### config.mk
export PLATFORM = sky130hd
export DESIGN_NAME = counter_ctrl
export DESIGN_NICKNAME = d
export VERILOG_FILES = /design/src/rtl/counter_ctrl_pkg.sv /design/src/rtl/counter_prescale.sv /design/src/rtl/counter_ctrl.sv
export SDC_FILE = /design/constraint.sdc
export NUM_CORES = 1
export LEC_CHECK = 0
export ABC_AREA = 1
export BUFFER_PORTS_ARGS = -buffer_cell sky130_fd_sc_hd__buf_2
export CAP_MARGIN = 20
export CORE_UTILIZATION = 25
export DETAILED_ROUTE_END_ITERATION = 12
export GPL_ROUTABILITY_DRIVEN = 0
export PLACE_DENSITY = 0.48
export SLEW_MARGIN = 20
export SYNTH_ARGS = -nofsm -noshare
export SYNTH_HDL_FRONTEND = slang
export SYNTH_SLANG_ARGS = --single-unit
### constraint.sdc
create_clock -name clk_100m -period 2.2 [get_ports clk_100m]
set_input_delay 0.22 -clock clk_100m [delete_from_list [all_inputs] [get_ports clk_100m]]
set_output_delay 0.22 -clock clk_100m [all_outputs]
set_load 0.02 [all_outputs]
### src/rtl/counter_ctrl_pkg.sv
// Shared encodings for the command-driven interval counter: command opcodes,
// controller states and run modes.
package counter_ctrl_pkg;

  localparam logic [1:0] OP_NOP      = 2'b00;
  localparam logic [1:0] OP_ONESHOT  = 2'b01;
  localparam logic [1:0] OP_PERIODIC = 2'b10;
  localparam logic [1:0] OP_STOP     = 2'b11;

  typedef enum logic [1:0] {
    S_IDLE  = 2'd0,
    S_LOAD  = 2'd1,
    S_RUN   = 2'd2,
    S_PAUSE = 2'd3
  } state_t;

  typedef enum logic {
    MODE_ONESHOT  = 1'b0,
    MODE_PERIODIC = 1'b1
  } mode_t;

endpackage

### src/rtl/counter_prescale.sv
// Programmable clock divider: one tick every (div_i + 1) enabled cycles.
module counter_prescale #(
  parameter int PRE_W = 8
) (
  input  logic             clk_i,
  input  logic             rst_i,
  input  logic             clr_i,
  input  logic             en_i,
  input  logic [PRE_W-1:0] div_i,
  output logic             tick_o
);

  logic [PRE_W-1:0] cnt_q, cnt_d;

  // Clear wins over a coincident tick so a restart always begins a full interval.
  always_comb begin
    tick_o = en_i && (cnt_q == div_i);
    cnt_d  = cnt_q;
    if (clr_i) begin
      cnt_d = '0;
    end else if (tick_o) begin
      cnt_d = '0;
    end else if (en_i) begin
      cnt_d = cnt_q + PRE_W'(1);
    end
  end

  always_ff @(posedge clk_i) begin
    if (rst_i) begin
      cnt_q <= '0;
    end else begin
      cnt_q <= cnt_d;
    end
  end

endmodule

### src/rtl/counter_ctrl.sv
// Command-driven interval counter: START/STOP over valid/ready, prescaled
// ticks, one-shot or periodic terminal count with a one-cycle done pulse.
module counter_ctrl
  import counter_ctrl_pkg::*;
#(
  parameter int CNT_W = 4,
  parameter int PRE_W = 8,
  parameter int PER_W = 8
) (
  input  logic             clk_100m,
  input  logic             reset,
  // Handshake: a command transfers on a rising edge where cmd_valid && cmd_ready;
  // cmd_ready depends on state only and drops for the single LOAD cycle.
  input  logic             cmd_valid,
  output logic             cmd_ready,
  input  logic [1:0]       cmd_op,
  input  logic [CNT_W-1:0] cmd_limit,
  input  logic [PRE_W-1:0] cmd_prescale,
  input  logic             pause,
  output logic [CNT_W-1:0] count,
  output logic             busy,
  output logic             done,
  output logic [PER_W-1:0] period_cnt,
  output state_t           dbg_state
);

  state_t           state_q, state_d;
  mode_t            mode_q, mode_d;
  logic [CNT_W-1:0] count_q, count_d, lim_q, lim_d;
  logic [PRE_W-1:0] pre_q, pre_d;
  logic [PER_W-1:0] period_q, period_d;
  logic             done_q, done_d, busy_q;
  logic             accept, tick, pre_clr, pre_en;

  assign cmd_ready = (state_q != S_LOAD);
  assign accept    = cmd_valid && cmd_ready;
  // PAUSE with pause released already counts, so a pause costs exactly its length.
  assign pre_en    = ((state_q == S_RUN) || (state_q == S_PAUSE)) && !pause;

  counter_prescale #(.PRE_W(PRE_W)) u_prescale (
    .clk_i  (clk_100m),
    .rst_i  (reset),
    .clr_i  (pre_clr),
    .en_i   (pre_en),
    .div_i  (pre_q),
    .tick_o (tick)
  );

  always_comb begin
    state_d  = state_q;
    mode_d   = mode_q;
    count_d  = count_q;
    lim_d    = lim_q;
    pre_d    = pre_q;
    period_d = period_q;
    done_d   = 1'b0;
    pre_clr  = 1'b0;
    unique case (state_q)
      S_LOAD: begin
        count_d  = '0;
        period_d = '0;
        pre_clr  = 1'b1;
        state_d  = S_RUN;
      end
      S_RUN, S_PAUSE: begin
        state_d = pause ? S_PAUSE : S_RUN;
        if (tick) begin
          if (count_q == lim_q) begin
            done_d = 1'b1;
            if (mode_q == MODE_ONESHOT) begin
              state_d = S_IDLE;
            end else begin
              count_d = '0;
              if (period_q != '1) period_d = period_q + PER_W'(1);
            end
          end else begin
            count_d = count_q + CNT_W'(1);
          end
        end
      end
      default: ;
    endcase
    // An accepted command overrides whatever the terminal tick decided above.
    if (accept) begin
      case (cmd_op)
        OP_ONESHOT, OP_PERIODIC: begin
          state_d  = S_LOAD;
          mode_d   = (cmd_op == OP_PERIODIC) ? MODE_PERIODIC : MODE_ONESHOT;
          lim_d    = cmd_limit;
          pre_d    = cmd_prescale;
          count_d  = '0;
          period_d = '0;
          done_d   = 1'b0;
          pre_clr  = 1'b1;
        end
        OP_STOP: begin
          if (state_q != S_IDLE) begin
            state_d  = S_IDLE;
            count_d  = count_q;
            period_d = period_q;
            done_d   = 1'b0;
          end
        end
        default: ;
      endcase
    end
  end

  always_ff @(posedge clk_100m) begin
    if (reset) begin
      state_q  <= S_IDLE;
      mode_q   <= MODE_ONESHOT;
      count_q  <= '0;
      lim_q    <= '0;
      pre_q    <= '0;
      period_q <= '0;
      done_q   <= 1'b0;
      busy_q   <= 1'b0;
    end else begin
      state_q  <= state_d;
      mode_q   <= mode_d;
      count_q  <= count_d;
      lim_q    <= lim_d;
      pre_q    <= pre_d;
      period_q <= period_d;
      done_q   <= done_d;
      busy_q   <= (state_d != S_IDLE);
    end
  end

  assign count      = count_q;
  assign busy       = busy_q;
  assign done       = done_q;
  assign period_cnt = period_q;
  assign dbg_state  = state_q;

endmodule
==> results.yml <==
final_layout:
  fillers: 942
  final_common_cell: "nand2_1"
  antenna_cells: 0
  area_growth_pct: 17.8
  final_cell_mix: "93 x nand2_1, 37 x dfxtp_1, 35 x inv_1"
  final_area_sq_mm: 0.00259
  multi_input_area_sq_mm: 0.00125
  seqCellArea_sq_um: 741
  finalNetCount: 397
  drive_gt1_frac: 0.187
cts:
  cts_inserted_buffers: 5
  cts_root_buffer: "clkbuf_8"
  clk_latency_ns: 0.30
  cts_resized: 0
  cts_buffer_depth: 2
  htree_num_levels: 2
  postCtsHoldBufs: 0
  post_cts.repair.setup_buffers: 0
  cts_tree: "done"
  cts.sinks: 37
  cts.clk_slew.worst_paths_ns: 0.09
floorplan:
  start_util: 0.262
  dieArea_sq_mm: 0.00918
  die_h_um: 95.8
  core-area_sq_mm: 0.00838
  fp.dieW_um: 95.8
  rows: 33
  io_pins: 35
sta:
  period_share: 0.852
  finalClockSkew_ns: 0.00783
  finalSetupViolations: 0
  hold_viol_final: 0
  post-route-min-period_ns: 1.87
  fin_tns_setup_ns: 0
  tightest_slew_ns: 0.402
  fmax_mhz: 534
  rsz0062_at_grt: "no"
  maxSlewHeadroom: 0.731
  slew_violations: 0
yosys:
  synth-xor-area-share: 0.0319
  synth_top_family_by_area: "simple AND/OR/NAND/NOR gates"
  yosysWarnings: 0
  synth_area_sq_mm: 0.00220
  synth-seq-cells: 37
  synthMuxAreaShare: 0
  syn-num-nets: 358
  synth_compound_gate_area_share: 0.117
  synth-adder-area-share: 0.0341
  syn_inst: 334
  synth_area_per_cell_sq_um: 6.59
  yosys.area_share.simple: 0.385
  ys_seq_area_frac: 0.337
  synthDistinctLibCells: 32
critical_path:
  max_stage_delay_ns: 0.55
  crit_start: "dbg_state[1]$_SDFF_PP0_"
  r2r-start: "dbg_state[1]$_SDFF_PP0_"
  crit_top_cell: "nor2_8"
  path_cells: "inv_4 > nor2_8 > nand2_2 > nor2_4 > nand3_4 > nor2_8 > nand4_1 > o21ai_0 > nand3_1 > a21oi_1"
  worstSetupEndpointType: "flip-flop"
  critPathBufInv: 1
  cp_data_required_time_ns: 2.43
  cp_data_arrival_time_ns: 2.11
  cp_max_fo: 10
  critical_path_class: "flip-flop to flip-flop"
  slowest_stage: "dfxtp_1"
  setup.worst_path.start_class: "flip-flop"
  path_delay_family: "simple AND/OR/NAND/NOR gates"
outcome:
  status: "complete, no violations"
min_path:
  hold_path_class: "input pin to flip-flop"
  hold_path.startpoint: "cmd_prescale[7]"
global_route:
  grt_overflow: 0
  grt.total_usage: 0.133
  grt_max_degree: 17
  antenna_found_initial: 0
  grt_pass1_wl_mm: 9.38
  grt_pass1_vias: 1969
routing:
  drc: 0
  routed_wl_mm: 5.71
  drtAntennaViolNets: 0
  routedWlPerCell_um: 11.9
  drt_iter0_markers: 105
  vias: 2177
  avgViaCountPerCell: 4.54
  first_pass_iters: 4
power:
  power_per_cell_area_mw_per_mm2: 555
  p_leak_nw: 1.14
  vdd_drop_max_uv: 207
placed_design:
  dpl-instance-area_sq_mm: 0.00250
  io_buffers: 34
  dpl.hpwl_mm: 4.33
flow_run:
  cap_violations: 0
metal layers:
metal | global-route usage | routed length [um] | vias to the layer above
li1 | - | - | 1144
met1 | 0.175 | 2870 | 979
met2 | 0.214 | 2520 | 45
met3 | 0.0237 | 191 | 9
met4 | 0.0547 | 122 | 0
met5 | 0 | 0 | -
worst paths after layout:
kind         cells after the start  slack (ns)                         end
max                             10        0.33  period_cnt[3]$_SDFFE_PP0P_
max reg2reg                     10        0.33  period_cnt[3]$_SDFFE_PP0P_
min                              3        0.19       pre_q[7]$_SDFFE_PP0P_
min reg2reg                      2        0.47       pre_q[7]$_SDFFE_PP0P_
logic make-up (layout without fill, tap and decap cells):
logic type | after synthesis | count (layout)
AOI/OAI and AO/OA | 50 | 50
adders and majority gates | 6 | 6
xor gates and xnor gates | 8 | 8
and+or+nand+nor | 180 | 180
DFF | 37 | 37
buffers and inverters | 53 | 93
Yosys cell counts, drive strengths merged:
| cell | number | area (sq um) |
|---|---|---|
| dfxtp | 37 | 741 |
| xnor2 | 3 | 26.3 |
| a31oi | 1 | 6.26 |
| nand2 | 97 | 374 |
| nor4 | 3 | 18.8 |
| nor3b | 1 | 7.51 |
| o21ai | 18 | 90.1 |
| clkbuf | 5 | 18.8 |
| nor2 | 38 | 201 |
| a21oi | 30 | 154 |
| xor2 | 5 | 43.8 |
| clkinv | 2 | 8.75 |
| nand3 | 27 | 160 |
| buf | 2 | 15.0 |
| or2 | 1 | 6.26 |
| nor3 | 7 | 40.0 |
| ha | 6 | 75.1 |
| nand4 | 6 | 37.5 |
| inv | 44 | 168 |
| o211ai | 1 | 7.51 |
sequential cells by signal (all words and copies together) (netlist names):
name	count
busy	1
count	4
dbg_state	2
done	1
lim_q	4
mode_q	1
period_cnt	8
pre_q	8
u_prescale.cnt_q	8
report_power, final:
| part | internal [mW] | leakage (nW) | switching [mW] |
|---|---|---|---|
| Clock | 0.219 | 0.0439 | 0.275 |
| Combinational | 0.0755 | 0.793 | 0.159 |
| Sequential | 0.694 | 0.301 | 0.0150 |
| Total | 0.988 | 1.14 | 0.450 |
metrics by stage:
step                      cells  utilization  total power [mW]  hold WS, ns  setup slack (ns)
after floorplan             334            -             0.889        0.384             0.486
after global placement      471        0.299             0.962        0.456             0.332
after detailed placement    471        0.299             0.962        0.463             0.354
after CTS                   479        0.309              1.46        0.197             0.337
after global routing        479        0.309              1.51        0.223             0.140
final                       479        0.309              1.44        0.195             0.326
layout make-up:
type / count / area share
well taps: 105 / 0.0507
clock inverters: 3 / 0.00676
inverters: 46 / 0.0681
clock buffers: 5 / 0.0266
repair buffers: 39 / 0.0802
multi-input cells: 244 / 0.482
flip-flops and latches: 37 / 0.286
tightest hold or removal path: cells and delay by family:
kind            cells  cell delay, ns
compound gates      2            0.17
buf+inv             1            0.07
Note: power is estimated with default switching activity, not from simulation.
